File: config.mk
export PLATFORM = sky130hd
export DESIGN_NAME = vga_timing_pattern_gen
export DESIGN_NICKNAME = d
export VERILOG_FILES = /design/src/rtl/vga_timing_pattern_gen.sv
export SDC_FILE = /design/constraint.sdc
export NUM_CORES = 1
export LEC_CHECK = 0
export ABC_AREA = 0
export CELL_PAD_IN_SITES_DETAIL_PLACEMENT = 2
export CELL_PAD_IN_SITES_GLOBAL_PLACEMENT = 2
export CORE_MARGIN = 3
export CORE_UTILIZATION = 37
export DETAILED_ROUTE_END_ITERATION = 10
export PLACE_DENSITY_LB_ADDON = 0.05
export SETUP_SLACK_MARGIN = 0.3
export SYNTH_ARGS = -nofsm -noshare
export SYNTH_HDL_FRONTEND = slang
export SYNTH_SLANG_ARGS = --single-unit
export TNS_END_PERCENT = 20
File: constraint.sdc
create_clock -name clk -period 7.8 [get_ports clk]
set_input_delay 2.34 -clock clk [delete_from_list [all_inputs] [get_ports clk]]
set_output_delay 2.34 -clock clk [all_outputs]
set_load 0.1 [all_outputs]
File: src/rtl/vga_timing_pattern_gen.sv
// vga_timing_pattern_gen
//   Programmable raster timing generator with a selectable test pattern.
//   All outputs are registered and describe the same pixel (hc,vc) in the same
//   cycle, so coordinates, syncs, blank and colour have zero relative skew.
//
// Ports
//   clk          pixel clock
//   rst_n        asynchronous active-low reset
//   en           pixel enable, one pixel advance per clk while high
//   pat[1:0]     pattern select, sampled only when the raster wraps to (0,0)
//                  0 colour bars, 1 checkerboard, 2 gradient, 3 solid
//   hc[10:0]     horizontal position 0..HTOTAL-1
//   vc[10:0]     line number 0..VTOTAL-1
//   hsync/vsync  sync outputs at HSYNCPOL/VSYNCPOL polarity
//   blank        high outside the active area (colour forced to zero)
//   r, g, b      8-bit colour components
//   frame_start  high while the presented pixel is (0,0)
//   frame_cnt    completed-frame counter, wraps modulo 2^16
module vga_timing_pattern_gen #(
  parameter int          HACTIVE  = 640,
  parameter int          HFP      = 16,
  parameter int          HSW      = 96,
  parameter int          HBP      = 48,
  parameter int          VACTIVE  = 480,
  parameter int          VFP      = 10,
  parameter int          VSW      = 2,
  parameter int          VBP      = 33,
  parameter bit          HSYNCPOL = 1'b0,
  parameter bit          VSYNCPOL = 1'b0,
  parameter logic [23:0] SOLID    = 24'h0000FF
) (
  input  logic        clk,
  input  logic        rst_n,
  input  logic        en,
  input  logic [1:0]  pat,
  output logic [10:0] hc,
  output logic [10:0] vc,
  output logic        hsync,
  output logic        vsync,
  output logic        blank,
  output logic [7:0]  r,
  output logic [7:0]  g,
  output logic [7:0]  b,
  output logic        frame_start,
  output logic [15:0] frame_cnt
);

  localparam int HTOTAL = HACTIVE + HFP + HSW + HBP;
  localparam int VTOTAL = VACTIVE + VFP + VSW + VBP;
  localparam int BARW   = HACTIVE / 8;

  localparam logic [10:0] H_LAST   = 11'(HTOTAL - 1);
  localparam logic [10:0] V_LAST   = 11'(VTOTAL - 1);
  localparam logic [10:0] H_ACT    = 11'(HACTIVE);
  localparam logic [10:0] V_ACT    = 11'(VACTIVE);
  localparam logic [10:0] HS_START = 11'(HACTIVE + HFP);
  localparam logic [10:0] HS_END   = 11'(HACTIVE + HFP + HSW);
  localparam logic [10:0] VS_START = 11'(VACTIVE + VFP);
  localparam logic [10:0] VS_END   = 11'(VACTIVE + VFP + VSW);
  localparam logic [10:0] BAR_LAST = 11'(BARW - 1);

  // Internal state besides the output registers
  logic [1:0]  active_pat;
  logic [2:0]  bar_idx;    // colour-bar index of the presented pixel
  logic [10:0] bar_pos;    // offset of the presented pixel inside its bar
  logic        started;    // set after the first enabled edge out of reset

  // Next-pixel values
  logic [10:0] hc_next;
  logic [10:0] vc_next;
  logic        wrap_frame;
  logic [1:0]  pat_next;
  logic [15:0] frame_cnt_next;
  logic [2:0]  bar_idx_next;
  logic [10:0] bar_pos_next;
  logic        blank_next;
  logic        hsync_next;
  logic        vsync_next;
  logic [23:0] pix_next;
  logic [23:0] rgb_next;

  always_comb begin
    hc_next    = hc + 11'd1;
    vc_next    = vc;
    wrap_frame = 1'b0;
    if (hc == H_LAST) begin
      hc_next = 11'd0;
      if (vc == V_LAST) begin
        vc_next    = 11'd0;
        wrap_frame = 1'b1;
      end else begin
        vc_next = vc + 11'd1;
      end
    end
  end

  // The wrap out of reset presents (0,0) but does not complete a frame, so
  // it latches the pattern without counting.
  always_comb begin
    pat_next       = wrap_frame ? pat : active_pat;
    frame_cnt_next = (wrap_frame && started) ? frame_cnt + 16'd1 : frame_cnt;
  end

  // Bar index tracks hc with a counter instead of dividing by BARW.
  always_comb begin
    bar_idx_next = bar_idx;
    bar_pos_next = bar_pos + 11'd1;
    if (hc_next == 11'd0) begin
      bar_idx_next = 3'd0;
      bar_pos_next = 11'd0;
    end else if (bar_pos == BAR_LAST) begin
      bar_pos_next = 11'd0;
      if (bar_idx != 3'd7) bar_idx_next = bar_idx + 3'd1;
    end
  end

  always_comb begin
    blank_next = (hc_next >= H_ACT) || (vc_next >= V_ACT);
    hsync_next = ((hc_next >= HS_START) && (hc_next < HS_END)) ? HSYNCPOL : !HSYNCPOL;
    vsync_next = ((vc_next >= VS_START) && (vc_next < VS_END)) ? VSYNCPOL : !VSYNCPOL;
  end

  always_comb begin
    pix_next = 24'h000000;
    unique case (pat_next)
      2'd0: begin
        unique case (bar_idx_next)
          3'd0: pix_next = 24'hFFFFFF;
          3'd1: pix_next = 24'hFFFF00;
          3'd2: pix_next = 24'h00FFFF;
          3'd3: pix_next = 24'h00FF00;
          3'd4: pix_next = 24'hFF00FF;
          3'd5: pix_next = 24'hFF0000;
          3'd6: pix_next = 24'h0000FF;
          3'd7: pix_next = 24'h000000;
        endcase
      end
      2'd1: pix_next = (hc_next[5] ^ vc_next[5]) ? 24'hFFFFFF : 24'h000000;
      2'd2: pix_next = {hc_next[7:0], vc_next[7:0], frame_cnt_next[7:0]};
      2'd3: pix_next = SOLID;
    endcase
    rgb_next = blank_next ? 24'h000000 : pix_next;
  end

  // Reset presents the last pixel of a frame so the first enabled edge
  // lands on (0,0).
  always_ff @(posedge clk or negedge rst_n) begin
    if (!rst_n) begin
      hc          <= H_LAST;
      vc          <= V_LAST;
      hsync       <= !HSYNCPOL;
      vsync       <= !VSYNCPOL;
      blank       <= 1'b1;
      r           <= 8'h00;
      g           <= 8'h00;
      b           <= 8'h00;
      frame_start <= 1'b0;
      frame_cnt   <= 16'd0;
      active_pat  <= 2'd0;
      bar_idx     <= 3'd0;
      bar_pos     <= 11'd0;
      started     <= 1'b0;
    end else if (en) begin
      hc          <= hc_next;
      vc          <= vc_next;
      hsync       <= hsync_next;
      vsync       <= vsync_next;
      blank       <= blank_next;
      r           <= rgb_next[23:16];
      g           <= rgb_next[15:8];
      b           <= rgb_next[7:0];
      frame_start <= wrap_frame;
      frame_cnt   <= frame_cnt_next;
      active_pat  <= pat_next;
      bar_idx     <= bar_idx_next;
      bar_pos     <= bar_pos_next;
      started     <= 1'b1;
    end
  end

endmodule
Word-level counts from Yosys, hierarchy flattened. Memory sizes are Yosys's and may differ from the RTL's. Index checks and enable logic that the tools add are counted.

Add/sub/neg operators: 5. $lt $le $gt $ge: 6. Equal/unequal tests: 7. Multiplexer cells: 17. Bitwise gates (word level): 1. Reductions and logical operators: 7.

Operator list (number): 24-bit case mux with 4 select lines (1); 11-bit 2-to-1 mux (5); 24-bit 2-to-1 mux (2); 11-bit by 1-bit adder with 11-bit output (second input constant) (3); 11-bit by 10-bit equality test with 1-bit output (second input constant) (2); 11-bit by 10-bit greater-or-equal comparator with 1-bit output (second input constant) (2); 11-bit by 9-bit greater-or-equal comparator with 1-bit output (second input constant) (2); 16-bit by 1-bit adder with 16-bit output (second input constant) (1); 11-bit by 7-bit equality test with 1-bit output (second input constant) (1); 11-bit zero test (1); 11-bit by 10-bit less-than comparator with 1-bit output (second input constant) (1); 11-bit by 9-bit less-than comparator with 1-bit output (second input constant) (1); 3-bit 2-to-1 mux (3); 8-bit 2-to-1 mux (1); 2-bit equality test (second input constant) (2); 1-bit 2-to-1 mux (4); 3-bit by 1-bit adder with 3-bit output (second input constant) (1); 1-bit logical AND (3); 3-bit inequality test (second input constant) (1); 2-bit by 1-bit equality test with 1-bit output (second input constant) (1); 2-bit zero test (1); 2-bit 2-to-1 mux (1); 2-bit AND reduction (1); 1-bit logical OR (1); 1-bit bitwise XOR (1).

Register bits: 83. Memory bits (read-only): 192. Bits of input ports: 5. Output and inout port bits: 66. Logic and storage cells: 59. Memories: 1.

Memory list: (name not given) (words 8, bits a word 24, rd ports 1, clocked after Yosys merged registers in 0, write ports 0, line 127) `unique case (bar_idx_next)`.

Longest topological paths before layout. Gate-level depths: netlist of the first run.

Word-level depth: 7. Mapped depth: 10. Depth with buffers taken out: 9.

Worst setup path before layout of the first run. Ideal clock, no wire load.

Path kind: in2reg. Start: in pat[1]. End: reg b[0]. Setup time: 0.130 ns. Arrival time: 3.483 ns. Required time: 7.670 ns. Path slack: 4.187 ns. Cell stages on the path: 5. Path buffers: 0. Path through: or4_1 o31ai_1 nand2_1 o221ai_4 o2bb2ai_1.

Cells in the longest elaborated chain, start to end: 4. Elaborated cells on any way between the ends: 7. Classes of those cells: eq/ne (3); mux (3); reduce/logical (1).

RTL lines: from (decl) (line 35) `input logic [1:0] pat,`; 2-bit 2-to-1 mux * (line 100) `pat_next = wrap_frame ? pat : active_pat;`; 2-bit equality test, or another cell as far along (line 125) `unique case (pat_next)`; 24-bit case mux with 4 select lines * (line 125); 24-bit 2-to-1 mux * (line 142) `rgb_next = blank_next ? 24'h000000 : pix_next;`; to (signal assigned) (line 171) `b <= rgb_next[7:0];`; to (decl) (line 43) `output logic [7:0] b,`.

Mark *: on every way between the ends. The rest lies on a longest branch, timed or not. A chain may end at the register's enable or synchronous reset.

Worst setup path in the final report of the first run.
Start: reg hc[5]. End: out hc[5].

RTL lines: from (decl) (line 36) `output logic [10:0] hc,`; from (signal assigned) (line 164) `hc <= hc_next;`.

No word-level cell between the ends.

==> impl_metrics.csv, run 1 <==
group,metric,value,unit
outcome,status,"complete, no violations",
die,start_util,38.1,%
logic_synthesis,ys_types,59,
hold_path,hold_path.class,"reg2reg",
layout,area_growth_syn_to_layout,24.7,%
setup_path,worstSetupPathType,"reg2out",
setup_path,max_stage_delay,1220,ps
timing,fin_tns_setup,0,ps
global_route,first_global_vias,4364,
logic_synthesis,syn_area,4620,um2
setup_path,path_max_fanout,14,
layout,antenna_cells,0,
route,drt_iter0_markers,190,
placement,gp_congestion,0.782,
logic_synthesis,syn_avg_cell_area,9.64,um2
setup_path,crit_family,"buffers and inverters",
clocking,postCtsSetupRepairBufs,0,
timing,setup_viol,0,
timing,grt_setup_unrepaired,"false",
clocking,cts.sinks,83,
placement,post-place-ws,3060,ps
timing,fin_crit,4520,ps
clocking,cts_buffers,9,
setup_path,crit_buf_inv,1,
power_and_ir_drop,peakVddDrop,0.351,mV
route,finalWirelength,14900,um
timing,slew_viol_final,0,
layout,fin_cells,709,
logic_synthesis,ys.flop_type,"dfrtp_1",
timing,fmax,221,MHz
clocking,cts_tree,"yes",
global_route,grt_usage,22.1,%
setup_path,endpoint_kind,"primary output",
logic_synthesis,syn_inst,479,
layout,drive_gt1_share,10.4,%
die,io_pins,71,
route,post_drt_via_cell_ratio,5.65,
setup_path,crit_chain,"clkdlybuf4s50_1",
timing,max_slew_margin,25.0,%
placement,place_area,5420,um2
logic_synthesis,synth_edf_count,0,
global_route,overflow,0,
placement,hpwl,10100,um
power_and_ir_drop,total_power,1590,uW
die,rows,40,
logic_synthesis,ys_seq_area_share,45.4,%
clocking,clk_latency,350,ps
placement,placed_cells,693,
placement,portBuffers,70,
global_route,grt_max_degree,84,
layout,final_cell_area,5760,um2
route,num_vias,4009,
timing,post-route-period-util,57.9,%
job,maxCapViolations,0,
clocking,root_buffer,"clkbuf_16",
timing,tightest_slew,1120,ps
die,die_width,118,um
logic_synthesis,syn-num-nets,490,
route,drt_first_pass_iters,5,
clocking,cts_resized,0,
setup_path,r2r-end,"g[7]",
logic_synthesis,async_reset_ff_share,100,%
timing,worst_slack,3280,ps
die,core_area,12100,um2
route,ant_nets,0,
hold_path,hp-start,"frame_cnt[15]",
hold_path,holdPathEnd,"frame_cnt[15]",
setup_path,worst_ep_arrival_time,2180,ps
die,die-area,13900,um2
layout,nets,547,
setup_path,reg2reg_depth,8,
clocking,clock_path_buffers,2,
route,wl_per_cell,21.0,um
setup_path,cp_slowest_cell,"clkdlybuf4s50_1",
logic_synthesis,ys_warn_count,0,
clocking,cts_max_level,3,
clocking,ctsHoldBuffers,0,
setup_path,r2r_slack,3480,ps
layout,fillCellCount,1289,
timing,skew,6.50,ps
power_and_ir_drop,p_leak,0.00232,uW
clocking,clk_pin_slew,60,ps
hold_path,hold_depth,1,
power_and_ir_drop,power_density,276,nW/um2
setup_path,start_kind,"flop",
die,die_y,118,um
setup_path,regToRegStartpoint,"hc[0]",
timing,final_hold_viol_count,0,
global_route,grt_first_pass_wirelength,24700,um
route,drc_errors,0,
global_route,grt_antenna_before_repair,0,
setup_path,critPathRequiredTime,5460,ps
logic_synthesis,ys_seq_elements,83,
## worst max path at each step
stage                     startpoint    endpoint  slack [ps]  cells past startpoint
after floorplan               pat[1]        b[0]        4190                      5
after global placement            en  bar_idx[1]        3160                      5
after detailed placement          en  bar_idx[1]        3060                      5
after CTS                      vc[2]       vc[2]        3280                      1
after global routing           hc[0]        g[7]        3170                      8
final                          hc[5]       hc[5]        3280                      1
## layout make-up
| cell class | instances | area (um2) | share of cell area (%) |
|---|---|---|---|
| Timing Repair Buffer | 72 | 708 | 12.3 |
| Multi-Input combinational cell | 360 | 2370 | 41.2 |
| Clock buffer | 13 | 270 | 4.69 |
| Clock inverter | 3 | 68.8 | 1.20 |
| Sequential cell | 83 | 2090 | 36.4 |
| Inverter | 10 | 37.5 | 0.652 |
| Tap cell | 168 | 210 | 3.65 |
## state kept, by name, indices dropped and copies added, names as in the netlist
signal	count
hsync	1
frame_start	1
active_pat	2
started	1
bar_idx	3
frame_cnt	16
hc	11
blank	1
g	8
bar_pos	11
vc	11
vsync	1
r	8
b	8
## cell usage after synthesis (all sizes together), types with 3 or more instances
cell type	n	area [um2]
nand2	48	180
o31ai	3	22.5
inv	9	33.8
xnor2	24	210
o21ai	24	143
mux2	12	135
a31oi	6	37.5
nor4	7	43.8
dfstp	13	342
a21oi	24	124
ha	6	75.1
clkbuf	19	71.3
o22a	5	43.8
or2	3	18.8
xor2	20	175
a32o	3	30.0
nor2b	4	25.0
nor2	48	180
a21o	3	22.5
nor4b	3	26.3
nor3	11	65.1
and3	11	68.8
mux2i	4	40.0
nand4	13	81.3
dfrtp	70	1750
nand3	18	90.1
o2bb2ai	27	236
buf	7	43.8
and2	4	25.0
## cell families after synthesis
kind of cell	synth area share, %
AND/OR/NAND/NOR	20.0
AO/OA/AOI/OAI	17.6
adder cells (fa/ha/maj)	1.63
flip-flops	45.4
XOR/XNOR	8.35
buffers and inverters	3.31
multiplexers	3.80
## metal layers
| metal | global-route usage, % | wire length [um] | up-vias |
|---|---|---|---|
| met5 | 0 | 0 | - |
| met4 | 8.13 | 339 | 0 |
| met3 | 3.17 | 437 | 21 |
| met2 | 36.2 | 7180 | 77 |
| met1 | 29.8 | 6900 | 2054 |
| li1 | - | - | 1857 |
## metrics by stage
| stage | hold slack [ps] | utilization [%] |
|---|---|---|
| 2_1_floorplan | 464 | - |
| 3_3_place_gp | 455 | 44.7 |
| 3_5_place_dp | 465 | 44.7 |
| 6_report | 472 | 47.5 |
| 5_1_grt | 506 | 47.5 |
| 4_1_cts | 473 | 47.5 |
## cell usage in the layout, fill, tap and decap left out, types with 5 or more instances in the layout
master / instances
nand2_1: 48
ha_1: 6
dfrtp_1: 70
a31oi_1: 6
o2bb2ai_1: 27
o22a_1: 5
dfstp_2: 13
nand3_1: 18
clkbuf_16: 9
nor4_1: 7
nor3_1: 9
o21ai_0: 22
mux2_2: 12
xor2_1: 20
nor2_1: 48
inv_1: 9
xnor2_1: 24
a21oi_1: 23
clkdlybuf4s50_1: 68
nand4_1: 13
and3_1: 11
## where the power goes
group | switching [uW] | total [uW] | internal, uW
registers | 73.8 | 564 | 491
logic | 403 | 536 | 133
clock network | 182 | 490 | 308
total | 659 | 1590 | 931
Note: power is estimated with default switching activity, not from simulation.
==> run 2: changes to the inputs <==
CORE_UTILIZATION = 34   (was 37)
clock period = 4.5 ns   (was 7.8 ns; I/O delays follow)
==> impl_metrics.csv, run 2 (synthesized netlist as in run 1, its figures left out) <==
group,metric,value,unit
timing,max_slew_margin,32.4,%
timing,grt_setup_unrepaired,"false",
clocking,cts_resized,0,
timing,slew_viol_final,0,
clocking,ctsHoldBuffers,0,
global_route,grt_max_degree,46,
layout,final_cell_area,5730,um2
hold_path,hold_path.class,"reg2reg",
route,drt_first_pass_iters,4,
layout,fillCellCount,1397,
route,top_layer_used,"met4",
route,wl_met3,467,um
setup_path,crit_chain,"ha_1, nand4_1, or3_4, nor2_1, mux2_2, a21oi_2, o21ba_2, o2bb2ai_1",
layout,mostFrequentLayoutCell,"dfrtp_1",
layout,drive_gt1_share,11.0,%
route,wl_met1,7040,um
layout,multi_input_area,2370,um2
global_route,overflow,0,
clocking,cts.sinks,83,
timing,worst_slack,868,ps
setup_path,cp_slowest_cell,"or3_4",
setup_path,endpoint_kind,"flop",
setup_path,worstSetupPathType,"reg2reg",
power_and_ir_drop,total_power,2590,uW
clocking,cts_tree,"yes",
layout,nets,552,
setup_path,critPathRequiredTime,4760,ps
clocking,clk_latency,340,ps
timing,fin_crit,3630,ps
placement,portBuffers,70,
timing,tightest_slew,1010,ps
outcome,status,"complete, no violations",
timing,fin_tns_setup,0,ps
route,post_drt_via_cell_ratio,5.57,
layout,area_growth_syn_to_layout,24.2,%
clocking,cts_buffers,9,
route,num_vias,4001,
die,die-area,15000,um2
setup_path,max_stage_delay,640,ps
timing,post-route-period-util,80.7,%
clocking,clk_pin_slew,60,ps
clocking,root_buffer,"clkbuf_16",
layout,antenna_cells,0,
layout,regMostFlops,"frame_cnt",
die,core_area,12900,um2
placement,hpwl,10500,um
setup_path,start_kind,"flop",
clocking,clock_path_buffers,2,
job,maxCapViolations,0,
timing,fmax,275,MHz
die,start_util,35.7,%
route,ant_nets,0,
power_and_ir_drop,power_density,452,nW/um2
route,route.met2.wl,7080,um
timing,setup_viol,0,
layout,fin_cells,718,
clocking,cts_max_level,3,
global_route,grt_first_pass_wirelength,24300,um
placement,placed_cells,702,
timing,skew,5.86,ps
clocking,postCtsSetupRepairBufs,0,
global_route,grt_antenna_before_repair,0,
power_and_ir_drop,peakVddDrop,0.383,mV
route,drc_errors,0,
die,rows,41,
global_route,grt_usage,20.9,%
setup_path,path_max_fanout,16,
route,wl_per_cell,20.5,um
route,finalWirelength,14700,um
setup_path,crit_family,"simple AND/OR/NAND/NOR gates",
placement,post-place-ws,901,ps
die,io_pins,71,
power_and_ir_drop,p_leak,0.00231,uW
layout,final_cell_mix,"dfrtp_1 (70), clkdlybuf4s50_1 (68), nand2_1 (48), nor2_1 (48), o2bb2ai_1 (27)",
layout,regArea,2090,um2
timing,final_hold_viol_count,0,
setup_path,worst_ep_arrival_time,3890,ps
route,drt_iter0_markers,165,
die,die_width,123,um
global_route,first_global_vias,4391,
placement,place_area,5460,um2
setup_path,crit_buf_inv,0,
die,die_y,123,um
layout,largest_reg_flops,16,
placement,gp_congestion,0.796,
-- run 2: cell types whose count changed in the layout (fill, tap and decap cells not counted), sizes merged --
| cell | previous run | this run |
|---|---|---|
| clkbuf | 13 | 12 |
| buf | 4 | 9 |
| bufinv | 2 | 0 |
| clkinvlp | 0 | 1 |
| clkinv | 2 | 4 |
-- run 2: worst reg2reg max path, delay by kind of cell (launching register included) --
family | cells | cell delay [ps]
compound gates | 3 | 970
simple gates | 3 | 1290
fa+ha+maj | 1 | 290
flops | 1 | 620
mux | 1 | 400
-- run 2: routing by layer --
| layer | vias to the layer above | global-route usage (%) |
|---|---|---|
| li1 | 1855 | - |
| met2 | 72 | 34.8 |
| met1 | 2060 | 28.4 |
| met4 | 0 | 3.64 |
| met5 | - | 0 |
| met3 | 14 | 4.38 |
-- run 2: worst paths after layout --
| kind | start | end | slack (ps) | cells past startpoint |
|---|---|---|---|---|
| worst max register to register | hc[0] | g[7] | 870 | 8 |
| worst min-delay path | frame_cnt[15] | frame_cnt[15] | 470 | 1 |
| worst min register to register | frame_cnt[15] | frame_cnt[15] | 470 | 1 |
| worst max-delay path | hc[0] | g[7] | 870 | 8 |
| min in group asynchronous | rst_n | hc[5] | 1030 | 1 |
| max in group asynchronous | rst_n | hc[3] | 2680 | 2 |
-- run 2: report_power, final --
part,internal [uW],switching [uW],total [uW],leakage [uW]
registers,850,125,976,0.00107
clock network,389,306,694,0.000133
logic,232,692,924,0.00111
-- run 2: stage by stage --
stage / util, % / hold slack (ps)
finish: 44.4 / 465
global placement: 42.2 / 455
global route: 44.4 / 497
detailed placement: 42.2 / 461
floorplan: - / 464
CTS: 44.4 / 473
-- run 2: layout make-up --
cell class                 count  share of cell area (%)
multi-input combinational    360                    41.3
sequential                    83                    36.5
clock buffer                  12                    4.30
tap                          172                    3.75
timing repair buffer          77                    13.0
inverter                      10                   0.655
clock inverter                 4                   0.458
==> run 3: changes to the inputs <==
clock period = 3.6 ns   (was 4.5 ns; I/O delays follow)
==> impl_metrics.csv, run 3 (synthesized netlist as in run 1, its figures left out) <==
group,metric,value,unit
clocking,cts_resized,0,
global_route,grt_antenna_before_repair,0,
route,ant_nets,0,
setup_path,endpoint_kind,"flop",
setup_path,regToRegStartpoint,"hc[7]",
route,finalWirelength,14800,um
layout,antenna_cells,0,
clocking,clk_pin_slew,60,ps
timing,slew_viol_final,0,
clocking,cts_buffers,9,
clocking,cts.sinks,83,
die,die_width,123,um
layout,area_growth_syn_to_layout,23.4,%
timing,fin_tns_setup,0,ps
route,drt_first_pass_iters,4,
timing,max_slew_margin,50.9,%
timing,tightest_slew,737,ps
die,rows,41,
route,drc_errors,0,
hold_path,hold_depth,1,
hold_path,hold_path.class,"reg2reg",
clocking,root_buffer,"clkbuf_16",
hold_path,holdPathEnd,"frame_cnt[15]",
setup_path,reg2reg_depth,8,
timing,post-route-period-util,88.6,%
global_route,grt_first_pass_wirelength,24000,um
placement,portBuffers,70,
clocking,ctsHoldBuffers,0,
global_route,overflow,0,
clocking,cts_tree,"yes",
global_route,grt_max_degree,48,
timing,fmax,314,MHz
layout,drive_gt1_share,24.7,%
die,die-area,15000,um2
timing,setup_viol,0,
setup_path,r2r-end,"bar_pos[6]",
setup_path,r2r_slack,410,ps
route,wl_per_cell,20.4,um
route,post_drt_via_cell_ratio,5.51,
clocking,postCtsSetupRepairBufs,0,
setup_path,critPathRequiredTime,3840,ps
die,start_util,35.7,%
power_and_ir_drop,total_power,3410,uW
setup_path,start_kind,"flop",
die,core_area,12900,um2
placement,gp_congestion,0.765,
timing,fin_crit,3190,ps
setup_path,worstSetupPathType,"reg2reg",
die,io_pins,71,
clocking,cts_max_level,3,
route,num_vias,4001,
layout,mostFrequentLayoutCell,"buf_4",
die,die_y,123,um
placement,hpwl,10700,um
global_route,first_global_vias,4358,
clocking,clk_latency,350,ps
layout,largest_reg_flops,16,
layout,nets,560,
layout,final_cell_mix,"buf_4 (82), dfrtp_1 (70), nand2_1 (48), nor2_1 (48), o2bb2ai_1 (27)",
power_and_ir_drop,power_density,599,nW/um2
clocking,clock_path_buffers,2,
setup_path,path_max_fanout,12,
timing,grt_setup_unrepaired,"true",
global_route,grt_usage,20.6,%
outcome,status,"complete, no violations",
hold_path,hp-start,"frame_cnt[15]",
power_and_ir_drop,p_leak,0.00248,uW
job,maxCapViolations,0,
layout,regMostFlops,"frame_cnt",
route,drt_iter0_markers,141,
timing,skew,10.3,ps
power_and_ir_drop,peakVddDrop,0.621,mV
setup_path,worst_ep_arrival_time,3430,ps
timing,final_hold_viol_count,0,
[run 3: changes by cell type in the layout (fill, tap and decap cells not counted)]
cell	previous run	this run
clkbuf_1	2	0
inv_6	0	2
clkdlybuf4s50_1	68	2
nor4_2	0	1
bufinv_16	0	2
buf_4	8	82
clkinv_4	1	0
clkinvlp_4	1	0
clkinv_2	2	1
nor4_1	7	6
clkbuf_8	1	2
[run 3: critical path: stages (launching register included)]
cell       delay (ps)
dfrtp_1           520
or4_1             730
o311a_1           360
nor4b_1           440
o2111ai_1         180
buf_4             210
nand3_1           330
nor3_1            100
o22a_1            210
[run 3: final cells by class]
class	instances	area (um2)
fill	1416	7230
tap	172	215
clock inverter	5	82.6
multi-input combinational	360	2380
sequential	83	2090
clock buffer	11	253
timing repair buffer	85	641
inverter	10	37.5
[run 3: worst max path at each step]
stage / startpoint / to / slack [ps]
floorplan: hc[1] / r[2] / 310
global placement: hc[7] / bar_pos[6] / 450
detailed placement: hc[7] / b[6] / 410
CTS: hc[7] / b[6] / 380
global route: hc[7] / bar_pos[6] / 270
finish: hc[7] / bar_pos[6] / 410
[run 3: routing by layer]
metal	vias up	wire (um)	global-route usage, %
met3	14	382	2.95
li1	1876	-	-
met2	62	7030	34.0
met4	0	201	6.37
met1	2049	7160	28.1
met5	-	0	0
[run 3: where the power goes]
part	internal [uW]	switching [uW]
combinational	269	876
sequential	1060	150
clock	650	406
[run 3: through the flow]
step / hold slack, ps / utilization, % / instance area [um2] / cells / worst slack [ps]
5_1_grt: 493 / 44.1 / 5700 / 726 / 269
6_report: 466 / 44.1 / 5700 / 726 / 412
3_5_place_dp: 464 / 41.4 / 5360 / 710 / 407
4_1_cts: 473 / 44.0 / 5690 / 726 / 383
2_1_floorplan: 464 / - / 4620 / 479 / 311
3_3_place_gp: 459 / 41.4 / 5360 / 710 / 454
